--- config.mk ---
export PLATFORM = sky130hd
export DESIGN_NAME = mem_arbiter
export DESIGN_NICKNAME = d
export VERILOG_FILES = /design/src/rtl/mem_arbiter_pkg.sv /design/src/rtl/sat_counter.sv /design/src/rtl/mem_arbiter.sv
export SDC_FILE = /design/constraint.sdc
export NUM_CORES = 1
export LEC_CHECK = 0
export ABC_AREA = 1
export CORE_MARGIN = 2
export CORE_UTILIZATION = 40
export DETAILED_ROUTE_END_ITERATION = 8
export GPL_ROUTABILITY_DRIVEN = 1
export PLACE_DENSITY = 0.78
export SETUP_SLACK_MARGIN = 0.2
export SLEW_MARGIN = 0
export SYNTH_ARGS = -nofsm -noshare
export SYNTH_HDL_FRONTEND = slang
export SYNTH_SLANG_ARGS = --single-unit
--- constraint.sdc ---
create_clock -name clk_i -period 3.6 [get_ports clk_i]
set_input_delay 0.72 -clock clk_i [delete_from_list [all_inputs] [get_ports clk_i]]
set_output_delay 0.72 -clock clk_i [all_outputs]
set_load 0.02 [all_outputs]
--- src/rtl/mem_arbiter_pkg.sv ---
// -----------------------------------------------------------------------------
// mem_arbiter_pkg
// Shared definitions for the instruction/data memory arbiter: FSM state
// encoding, grant identifiers and the tie-break helper used on a grant.
// -----------------------------------------------------------------------------
package mem_arbiter_pkg;

  typedef enum logic [1:0] {
    IDLE   = 2'd0,
    BUSY_D = 2'd1,
    BUSY_I = 2'd2
  } arb_state_e;

  typedef enum logic {
    GRANT_D = 1'b0,
    GRANT_I = 1'b1
  } grant_e;

  // On a tie the port that did not win the previous grant is served, so
  // neither port can starve the other.
  function automatic grant_e pick_grant(input logic   d_req,
                                        input logic   i_req,
                                        input grant_e last);
    if (d_req && i_req) begin
      return (last == GRANT_D) ? GRANT_I : GRANT_D;
    end else if (d_req) begin
      return GRANT_D;
    end else begin
      return GRANT_I;
    end
  endfunction

endpackage

--- src/rtl/sat_counter.sv ---
// -----------------------------------------------------------------------------
// sat_counter
// Free-running up counter that sticks at all-ones instead of wrapping.
// Ports:
//   clk_i  - clock
//   rst_i  - synchronous active-high reset, clears the count
//   inc_i  - increment enable for this cycle
//   cnt_o  - current count
// -----------------------------------------------------------------------------
module sat_counter #(
  parameter int WIDTH = 32
) (
  input  logic             clk_i,
  input  logic             rst_i,
  input  logic             inc_i,
  output logic [WIDTH-1:0] cnt_o
);

  logic [WIDTH-1:0] r_cnt;

  always_ff @(posedge clk_i) begin
    if (rst_i) begin
      r_cnt <= '0;
    end else if (inc_i && (r_cnt != '1)) begin
      r_cnt <= r_cnt + WIDTH'(1);
    end
  end

  assign cnt_o = r_cnt;

endmodule

--- src/rtl/mem_arbiter.sv ---
// -----------------------------------------------------------------------------
// mem_arbiter
// Shares one memory port between the data (MEM stage) port and the
// instruction-fetch port. One transaction at a time; the winner's request
// fields are latched on grant and driven on mem_* while busy.
// Ports:
//   clk_i, rst_i           - clock, synchronous active-high reset
//   d_req_i/d_we_i/d_addr_i/d_wdata_i - data-port request
//   d_ready_o/d_rdata_o    - data completion pulse and read value
//   i_req_i/i_addr_i       - fetch request (read only)
//   i_ready_o/i_rdata_o    - fetch completion pulse and instruction
//   mem_req_o/mem_we_o/mem_addr_o/mem_wdata_o - shared memory request
//   mem_ack_i/mem_rdata_i  - memory completion and read data
//   stall_o                - pipeline stall request
//   err_o                  - sticky ack-timeout flag
//   conflict_cnt_o         - saturating count of stall cycles
// -----------------------------------------------------------------------------
module mem_arbiter
  import mem_arbiter_pkg::*;
#(
  parameter int ACK_TIMEOUT = 255
) (
  input  logic        clk_i,
  input  logic        rst_i,
  input  logic        d_req_i,
  input  logic        d_we_i,
  input  logic [31:0] d_addr_i,
  input  logic [31:0] d_wdata_i,
  output logic        d_ready_o,
  output logic [31:0] d_rdata_o,
  input  logic        i_req_i,
  input  logic [31:0] i_addr_i,
  output logic        i_ready_o,
  output logic [31:0] i_rdata_o,
  output logic        mem_req_o,
  output logic        mem_we_o,
  output logic [31:0] mem_addr_o,
  output logic [31:0] mem_wdata_o,
  input  logic        mem_ack_i,
  input  logic [31:0] mem_rdata_i,
  output logic        stall_o,
  output logic        err_o,
  output logic [31:0] conflict_cnt_o
);

  localparam int CNT_W = $clog2(ACK_TIMEOUT + 1);

  arb_state_e       r_state;
  grant_e           r_last;
  logic [CNT_W-1:0] r_cnt;
  logic             r_err;
  logic [31:0]      r_addr;
  logic             r_we;
  logic [31:0]      r_wdata;

  logic             w_busy;
  logic             w_timeout;
  logic             w_done;
  logic [31:0]      w_rdata;
  grant_e           w_grant;

  assign w_busy    = (r_state != IDLE);
  // The counter holds the number of BUSY cycles already spent without an
  // ack; when it reaches the limit this cycle is the forced completion.
  // A real ack in the same cycle always takes priority over the abort.
  assign w_timeout = w_busy && !mem_ack_i && (r_cnt == CNT_W'(ACK_TIMEOUT));
  assign w_done    = w_busy && (mem_ack_i || w_timeout);
  assign w_rdata   = mem_ack_i ? mem_rdata_i : 32'd0;
  assign w_grant   = pick_grant(d_req_i, i_req_i, r_last);

  always_ff @(posedge clk_i) begin
    if (rst_i) begin
      r_state <= IDLE;
      r_last  <= GRANT_I;
      r_cnt   <= '0;
      r_err   <= 1'b0;
      r_addr  <= '0;
      r_we    <= 1'b0;
      r_wdata <= '0;
    end else begin
      case (r_state)
        IDLE: begin
          if (d_req_i || i_req_i) begin
            r_cnt  <= '0;
            r_last <= w_grant;
            if (w_grant == GRANT_D) begin
              r_state <= BUSY_D;
              r_addr  <= d_addr_i;
              r_we    <= d_we_i;
              r_wdata <= d_wdata_i;
            end else begin
              r_state <= BUSY_I;
              r_addr  <= i_addr_i;
              r_we    <= 1'b0;
              r_wdata <= '0;
            end
          end
        end
        BUSY_D, BUSY_I: begin
          if (w_done) begin
            r_state <= IDLE;
            if (w_timeout) begin
              r_err <= 1'b1;
            end
          end else begin
            r_cnt <= r_cnt + CNT_W'(1);
          end
        end
        default: r_state <= IDLE;
      endcase
    end
  end

  assign mem_req_o   = w_busy;
  assign mem_we_o    = w_busy && r_we;
  assign mem_addr_o  = r_addr;
  assign mem_wdata_o = r_wdata;

  assign d_ready_o = w_done && (r_state == BUSY_D);
  assign i_ready_o = w_done && (r_state == BUSY_I);
  assign d_rdata_o = d_ready_o ? w_rdata : 32'd0;
  assign i_rdata_o = i_ready_o ? w_rdata : 32'd0;

  assign stall_o = (d_req_i && !d_ready_o) || (i_req_i && !i_ready_o);
  assign err_o   = r_err;

  sat_counter #(
    .WIDTH(32)
  ) u_conflict_cnt (
    .clk_i (clk_i),
    .rst_i (rst_i),
    .inc_i (stall_o),
    .cnt_o (conflict_cnt_o)
  );

endmodule

==> run summary, run 1 <==
R2R Setup Slk -> 1.25 ns
Synth area leaders -> dfxtp_1 39%, nand2_1 17%, nand3_1 10%, inv_1 6.4%, a21oi_1 5.7%
fin. max-slew vios -> 0
crit-path leading delay family -> buffers and inverters
Critical Path AT -> 2.51 ns
worst-case vdd ir drop -> 300 uV
Cells after Synth -> 865
drt total wl -> 18900 um
Syn-to-layout area delta -> 60.3%
M1 GR Usage -> 28.8%
mapped cell area -> 0.00566 mm2
gr busiest metal -> met2
Final Core Density -> 65.6%
crit path capture type -> output pin
clk_skew -> 0.0107 ns
Crit path depth -> 13
Avg Inst Size Synth -> 6.54 um2
final worst path period share -> 89.8%
buffers and inverters on the worst path -> 6
setup violators final -> 0
Total Routing Usage GR -> 24.1%
Clock Path Buffers -> 2
Max transition margin -> 45.0%
row count -> 43
crit-path max cell delay -> 0.36 ns
Nets -> 1279
Yosys top cell by area -> dfxtp_1
TritonCTS Buffers -> 9
DRT iter0 DRCs -> 391
initial antenna violation count -> 1
CTS clk-pin slew, worst paths -> 0.07 ns
Cell Pwr Density -> 367 mW/mm2
grt total ovfl -> 0
Worst path slowest cell -> dfxtp_1
Critical Path Sink -> d_rdata_o[25]
Ys Warns -> 0
#FFs+latches synth -> 109
Fillers -> 1241
Worst Path Required -> 2.88 ns
Reg-to-Reg Start -> r_state[0]$_SDFFE_PP0P_
# IOs -> 300
Root Driver -> clkbuf_16
Hold Path Class -> flop to flop
P_leak -> 0.00422 uW
first-pass GRT wire length -> 28800 um
Placer Congestion -> 0.867
Max-Cap Viols -> 0
Die Width -> 123 um
Synth cell types -> 34
post-synth net total -> 1004
Setup WS pre-CTS -> 0.288 ns
cts hold-fix bufs -> 0
layout cells sized above 1 -> 6.64%
post-synth top area share -> 38.6%
clock latency on the worst-skew pair -> 0.36 ns
worst setup path class -> flop to output pin
Fmax -> 309 MHz
CTS tree -> built
crit path max fanout -> 12
Port Buffers -> 299
Top FF cell, synth -> dfxtp_1
number of global-route vias before repair -> 5767
Crit path top cell by count -> nand2_2
Hold WS -> 0.464 ns
die area -> 0.0151 mm2
crit path cell chain -> inv_1 > ha_1 > inv_4 > nand2_2 > nor2_2 > nand2_2 > nand2_2 > nand3_2 > clkinvlp_4 > buf_4 > nand3_1 > inv_1 > dlygate4sd2_1
status -> complete, no violations
fraction of the yosys area taken by sequential cells -> 38.6%
final setup TNS -> 0 ns
largest net degree at the start of global routing -> 78
Fin. Hold Viols -> 0
M3 GR Usage -> 7.52%
RSZ-0062 raised after global routing -> no
EDFF count, synth -> 0
Via density -> 4.84
Tightest Pin Transition -> 0.825 ns
Initial Utilization -> 40.9%
drt drc -> 0
CTS Sinks -> 109
Final min period -> 3.23 ns
htree depth -> 3
DP Wirelength -> 14100 um
GRT met2 Usage -> 40.3%
Pre-Repair DR Iteration Count -> 5
Worst Reg2Reg Path Length in Cells -> 14
Core ar. -> 0.0138 mm2
total number of vias -> 6418
post-route setup slack -> 0.367 ns
wire per inst -> 14.3 um
post-route ant nets -> 0
final cell count without fillers -> 1326
Crit. Startpoint -> r_state[0]$_SDFFE_PP0P_
height of the die -> 123 um
# placed instances -> 1306
Async SR Flop Fraction -> 0%
startpoint class of the critical path -> flop
R2R Path End -> u_conflict_cnt.cnt_o[6]$_SDFFE_PP0P_
sequential cells by signal, indices dropped and copies added, names as in the netlist:
signal and flops:
err_o 1, mem_addr_o 32, mem_wdata_o 32, r_cnt 8, r_last 1, r_state 2
r_we 1, u_conflict_cnt.cnt_o 32
cells in the mapped netlist, types with 5 or more instances:
library cell / count
nand2_2: 7
a21oi_1: 64
nand3_1: 114
nand4_1: 5
clkbuf_1: 24
a21oi_2: 9
ha_1: 5
nor2_1: 69
o21ai_0: 5
inv_1: 97
buf_2: 19
dfxtp_1: 109
inv_2: 6
nor2_2: 6
nand2_1: 259
a31oi_1: 33
final cells by class:
type | count | area, um2 | share of cell area [%]
diodes | 1 | 2.50 | 0.0276
clock buffers | 12 | 256 | 2.83
clock inverters | 4 | 56.3 | 0.621
inverters | 105 | 400 | 4.42
multi-input cells | 602 | 2870 | 31.7
flip-flops and latches | 109 | 2180 | 24.1
well taps | 180 | 225 | 2.48
repair buffers | 313 | 3070 | 33.8
cells in the final DEF (no fill, tap or decap), drive strengths merged, types with 3 or more instances in the layout:
| cell | netlist | layout |
|---|---|---|
| clkinv | 1 | 4 |
| nand4 | 5 | 5 |
| buf | 25 | 16 |
| inv | 104 | 103 |
| dlygate4sd2 | 0 | 46 |
| nor2 | 77 | 77 |
| a21oi | 73 | 73 |
| a31oi | 33 | 33 |
| dfxtp | 109 | 109 |
| xor2 | 4 | 4 |
| ha | 5 | 5 |
| nand2 | 268 | 268 |
| nand3 | 119 | 119 |
| clkdlybuf4s15 | 0 | 9 |
| dlymetal6s2s | 0 | 8 |
| clkdlybuf4s50 | 0 | 231 |
| clkbuf | 24 | 15 |
| nor3 | 4 | 4 |
| o21ai | 6 | 6 |
| nand3b | 3 | 3 |
layer usage:
metal	routed length [um]	vias up
met5	0	-
li1	-	3312
met3	1420	31
met2	9450	211
met1	7570	2864
met4	490	0
repair_timing:
action | in CTS | in global routing
setup endpoints to repair | 66 | 37
gates cloned | 0 | 0
resized for setup | 61 | 23
buffers inserted | 0 | 3
power breakdown:
part	switching, uW	leakage [uW]	internal, uW
Clock	459	0.000153	582
Sequential	54.9	0.000890	1300
Combinational	515	0.00318	415
worst min path at each step:
stage / start / endpoint / slack (ns) / cells after the start
after CTS: mem_wdata_o[0]$_SDFFE_PP0P_ / mem_wdata_o[0]$_SDFFE_PP0P_ / 0.47 / 2
after global placement: mem_wdata_o[13]$_SDFFE_PP0P_ / mem_wdata_o[13]$_SDFFE_PP0P_ / 0.45 / 2
after global routing: mem_wdata_o[0]$_SDFFE_PP0P_ / mem_wdata_o[0]$_SDFFE_PP0P_ / 0.48 / 2
final: mem_wdata_o[26]$_SDFFE_PP0P_ / mem_wdata_o[26]$_SDFFE_PP0P_ / 0.46 / 2
after detailed placement: mem_wdata_o[0]$_SDFFE_PP0P_ / mem_wdata_o[0]$_SDFFE_PP0P_ / 0.45 / 2
after floorplan: r_we$_SDFFE_PP0P_ / r_we$_SDFFE_PP0P_ / 0.45 / 2
cells by family (layout without fill, tap and decap cells):
family	count (synthesis)	count (layout)	synth area share [%]
fa+ha+maj	5	5	1.11
compound gates	116	116	11.9
flops	109	109	38.6
buf+inv	154	434	11.1
simple gates	476	476	36.6
other cells	0	1	0
xor+xnor	5	5	0.774
worst min-delay path: stages (launching register included):
cell and delay (ns):
dfxtp_1 0.31, nand2_1 0.06, a21oi_1 0.05
metrics by stage:
step / instance area [um2] / total power [uW]
2_1_floorplan: 5660 / 1850
3_3_place_gp: 8770 / 2310
3_5_place_dp: 8770 / 2320
4_1_cts: 9020 / 3360
5_1_grt: 9060 / 3480
6_report: 9060 / 3330
Power figures use the tool's default switching activity.
==> run 2, diff against run 1 <==
CTS_CLUSTER_SIZE = 25   (was unset)
MAX_ROUTING_LAYER = met4   (was unset)
SKIP_LAST_GASP = 1   (was unset)
==> run 2 against run 1 <==
  * First-iteration DRC count rose by 3.6%
  * Cell count unchanged
  * Clock power about the same
  * Power is essentially flat
  * Non-clock buffer count is the same
  * Critical path depth unchanged
  * Clock skew down 0.0020 ns
  * Global-route usage up 0.74 points
  * Register-to-register slack hardly changed
  * Sequential power about the same
  * Largest power group unchanged
  * Highest routed layer unchanged
==> run summary, run 2 (synthesis results as in run 1) <==
Hold Crit Start -> mem_wdata_o[26]$_SDFFE_PP0P_
most frequent cells in the layout -> 259 x nand2_1, 231 x clkdlybuf4s50_1, 114 x nand3_1
Via density -> 4.89
# IOs -> 300
Fmax -> 309 MHz
post-route ant nets -> 0
final worst path period share -> 89.8%
Core ar. -> 0.0138 mm2
Max transition margin -> 44.8%
Setup WS pre-CTS -> 0.288 ns
Nets -> 1279
hold path endpoint -> mem_wdata_o[26]$_SDFFE_PP0P_
R2R Setup Slk -> 1.25 ns
DP Area -> 0.00877 mm2
crit path max fanout -> 13
Port Buffers -> 299
Tightest Pin Transition -> 0.828 ns
Clock Path Buffers -> 2
Cell Pwr Density -> 367 mW/mm2
layout cells sized above 1 -> 6.64%
Crit path top cell by count -> nand2_2
row count -> 43
final setup TNS -> 0 ns
TritonCTS Buffers -> 9
Fillers -> 1241
Max-Cap Viols -> 0
CTS tree -> built
crit path cell chain -> inv_1 > ha_1 > inv_4 > nand2_2 > nor2_2 > nand2_2 > nand2_2 > nand3_2 > clkinvlp_4 > buf_4 > nand3_1 > inv_1 > dlygate4sd2_1
Pre-Repair DR Iteration Count -> 4
Fin. Hold Viols -> 0
Worst path slowest cell -> dfxtp_1
total number of vias -> 6488
Root Driver -> clkbuf_16
Reg-to-Reg Start -> r_state[0]$_SDFFE_PP0P_
Cells on Worst Hold Path -> 2
CTS Sinks -> 109
clock latency on the worst-skew pair -> 0.35 ns
Final Core Density -> 65.6%
Non-Filler Cell Area, Final -> 0.00906 mm2
Worst Path Required -> 2.88 ns
commonest non-fill, non-tap cell in the layout -> nand2_1
DP Wirelength -> 14100 um
RSZ-0062 raised after global routing -> no
Placer Congestion -> 0.881
drt drc -> 0
first-pass GRT wire length -> 28800 um
Final min period -> 3.23 ns
initial antenna violation count -> 1
cts hold-fix bufs -> 0
startpoint class of the critical path -> flop
largest net degree at the start of global routing -> 78
P_leak -> 0.00422 uW
Initial Utilization -> 40.9%
Syn-to-layout area delta -> 60.3%
R2R Path End -> u_conflict_cnt.cnt_o[6]$_SDFFE_PP0P_
worst-case vdd ir drop -> 299 uV
crit path capture type -> output pin
worst setup path class -> flop to output pin
setup violators final -> 0
drt total wl -> 19000 um
DRT iter0 DRCs -> 405
wire per inst -> 14.3 um
Die Width -> 123 um
crit-path max cell delay -> 0.36 ns
fin. max-slew vios -> 0
Hold Path Class -> flop to flop
clk_skew -> 0.00872 ns
die area -> 0.0151 mm2
htree depth -> 3
CTS clk-pin slew, worst paths -> 0.07 ns
Worst Reg2Reg Path Length in Cells -> 14
status -> complete, no violations
number of global-route vias before repair -> 5786
post-route setup slack -> 0.367 ns
Total Routing Usage GR -> 24.8%
height of the die -> 123 um
Critical Path AT -> 2.51 ns
grt total ovfl -> 0
==> run 2: worst max path at each step <==
stage	from	to	slack, ns
global placement	mem_ack_i	d_rdata_o[8]	0.37
finish	r_state[0]$_SDFFE_PP0P_	d_rdata_o[7]	0.37
CTS	r_state[0]$_SDFFE_PP0P_	d_rdata_o[19]	0.20
detailed placement	mem_ack_i	d_rdata_o[29]	0.29
global route	r_state[0]$_SDFFE_PP0P_	d_rdata_o[7]	0.20
floorplan	r_state[0]$_SDFFE_PP0P_	d_rdata_o[22]	1.13
==> run 2: cell type report <==
type	count	area [um2]	area share (%)
clock inverters	4	56.3	0.621
multi-input cells	602	2870	31.7
repair buffers	313	3070	33.8
well taps	180	225	2.48
diodes	1	2.50	0.0276
clock buffers	12	256	2.83
inverters	105	400	4.42
flip-flops and latches	109	2180	24.1
==> run 2: timing repair <==
| action | 4_1_cts | 5_1_grt |
|---|---|---|
| pin swaps | 0 | 0 |
| resized for setup | 61 | 23 |
| buffers inserted | 0 | 3 |
| setup endpoints to repair | 66 | 37 |
| hold endpoints to repair | 0 | 0 |
==> run 2: through the flow <==
step / hold slack (ns) / instances / power [uW]
6_report: 0.464 / 1326 / 3330
3_3_place_gp: 0.451 / 1306 / 2310
2_1_floorplan: 0.445 / 865 / 1850
4_1_cts: 0.466 / 1322 / 3360
3_5_place_dp: 0.454 / 1306 / 2320
5_1_grt: 0.480 / 1326 / 3480
==> run 2: critical path: cells and delay by family (launching register included) <==
family / cells / cell delay [ns]
buffers and inverters: 6 / 0.99
AND/OR/NAND/NOR: 6 / 0.52
flip-flops: 1 / 0.36
adder cells (fa/ha/maj): 1 / 0.28
==> run 2: power by group <==
group          leakage, uW  total, uW  internal, uW  switching (uW)
Clock             0.000153       1040           582             459
Sequential        0.000890       1360          1300            55.1
Combinational      0.00318        931           415             517
==> run 2: per-layer routing <==
layer	up-vias	global-route usage [%]	routed length, um
met1	2908	29.7	7730
met4	0	9.12	476
li1	3311	-	-
met3	36	6.55	1290
met2	233	40.2	9500
met5	-	-	0
==> run 3, diff against run 2 <==
CORE_MARGIN = 1.5   (was 2)
GPL_TIMING_DRIVEN = 0   (was unset)
==> run 3 against run 2 <==
  * Global-route usage is 1.8 points higher
  * Highest routed layer unchanged
  * Sequential power hardly changed
  * Clock skew rose by 0.0012 ns
  * Via count up 2.1%
  * Worst setup slack worse by 0.041 ns
  * Critical path depth is 1 lower
  * Flip-flop and latch count stayed put
  * Fmax decreased by 1.3%
  * Power is 0.24% higher
  * Cell area grew 1.2%
==> run summary, run 3 (synthesis results as in run 1) <==
TritonCTS Buffers -> 9
Fmax -> 305 MHz
Die Width -> 122 um
height of the die -> 122 um
CTS Sinks -> 109
largest net degree at the start of global routing -> 18
Cell Pwr Density -> 364 mW/mm2
row count -> 43
Port Buffers -> 298
die area -> 0.0149 mm2
Setup WS pre-CTS -> -0.0393 ns
clk_skew -> 0.00994 ns
Hold Path Class -> flop to flop
Pre-Repair DR Iteration Count -> 5
DRT iter0 DRCs -> 471
ANT cells -> 0
wire per inst -> 14.5 um
RSZ-0062 raised after global routing -> no
number of global-route vias before repair -> 5884
Tightest Pin Transition -> 0.495 ns
startpoint class of the critical path -> input pin
drt total wl -> 19800 um
Placer Congestion -> 0.913
Total Routing Usage GR -> 26.7%
most frequent cells in the layout -> 259 x nand2_1, 235 x clkdlybuf4s50_1, 114 x nand3_1
post-route setup slack -> 0.326 ns
final worst path period share -> 90.9%
clock latency on the worst-skew pair -> 0.35 ns
total number of vias -> 6627
Root Driver -> clkbuf_16
Max-Cap Viols -> 0
Final min period -> 3.27 ns
DP Wirelength -> 15600 um
worst setup path class -> input pin to output pin
Core ar. -> 0.0138 mm2
Max transition margin -> 67.0%
Nets -> 1313
Initial Utilization -> 40.9%
CTS tree -> built
setup violators final -> 0
Critical Path AT -> 2.55 ns
Fillers -> 1274
Fin. Hold Viols -> 0
Via density -> 4.88
status -> complete, no violations
cts hold-fix bufs -> 0
drt drc -> 0
Clock Path Buffers -> 2
post-cts resize count -> 56
fin. max-slew vios -> 0
grt total ovfl -> 0
Worst Path Required -> 2.88 ns
htree depth -> 3
final cell count without fillers -> 1359
# placed instances -> 1343
initial antenna violation count -> 0
post-route ant nets -> 0
first-pass GRT wire length -> 30100 um
crit path max fanout -> 10
crit path capture type -> output pin
# IOs -> 300
Syn-to-layout area delta -> 62.1%
commonest non-fill, non-tap cell in the layout -> nand2_1
CTS clk-pin slew, worst paths -> 0.07 ns
worst-case vdd ir drop -> 278 uV
Post-CTS Repair Setup Buffers -> 0
layout cells sized above 1 -> 7.04%
P_leak -> 0.00441 uW
run 3: changes by cell type in the layout (fill, tap and decap cells not counted), sizes merged:
cell           delta
buf               +8
clkdlybuf4s15     -8
clkdlybuf4s50     +4
dlymetal6s2s      +7
clkinv            -1
dlygate4sd2       +1
clkinvlp          -1
diode             -1
inv               +2
clkbuf           +22
run 3: final timing paths:
path                            cells past startpoint                    startpoint  slack, ns                                    end
worst max-delay path                               12                     mem_ack_i       0.33                          i_rdata_o[19]
worst min-delay path                                2  mem_wdata_o[13]$_SDFFE_PP0P_       0.47           mem_wdata_o[13]$_SDFFE_PP0P_
worst max register to register                     14       r_state[0]$_SDFFE_PP0P_       1.58  u_conflict_cnt.cnt_o[28]$_SDFFE_PP0P_
worst min register to register                      2  mem_wdata_o[13]$_SDFFE_PP0P_       0.47           mem_wdata_o[13]$_SDFFE_PP0P_
run 3: worst max-delay path, cell delays in order:
cell and delay (ns):
clkdlybuf4s50_1 0.44, inv_2 0.10, nand2_1 0.07, nor2_2 0.09, nand2_2 0.08, nand2_2 0.09
nand3_2 0.09, inv_2 0.13, buf_2 0.23, nand3_1 0.09, inv_1 0.08, dlygate4sd2_1 0.35
run 3: layout make-up:
class / count / area (um2) / share of cell area, %
clock buffers: 12 / 256 / 2.80
plain buffers: 49 / 246 / 2.69
repair buffers: 298 / 2960 / 32.3
inverters: 105 / 397 / 4.33
multi-input cells: 602 / 2850 / 31.0
flip-flops and latches: 109 / 2180 / 23.8
clock inverters: 4 / 55.1 / 0.600
well taps: 180 / 225 / 2.46
run 3: where the power goes:
group	total (uW)	switching [uW]	internal, uW
clock network	1040	457	583
logic	939	524	414
registers	1360	56.9	1300
total	3340	1040	2300
run 3: routing by layer:
| layer | up-vias | wire length, um | global-route usage (%) |
|---|---|---|---|
| li1 | 3381 | - | - |
| met1 | 2966 | 7790 | 30.5 |
| met2 | 237 | 10100 | 45.3 |
| met3 | 43 | 1300 | 6.65 |
| met4 | 0 | 558 | 9.19 |
| met5 | - | 0 | - |
run 3: per-stage QoR:
stage               total power (uW)  hold slack, ns  utilization [%]  setup TNS (ns)  instance area, um2
floorplan                       1850           0.445                -               0                5660
global placement                2320           0.451             64.1          -0.279                8860
detailed placement              2330           0.454             64.1          -0.278                8860
CTS                             3360           0.465             66.0               0                9130
global route                    3490           0.477             66.3               0                9170
finish                          3340           0.466             66.3               0                9170
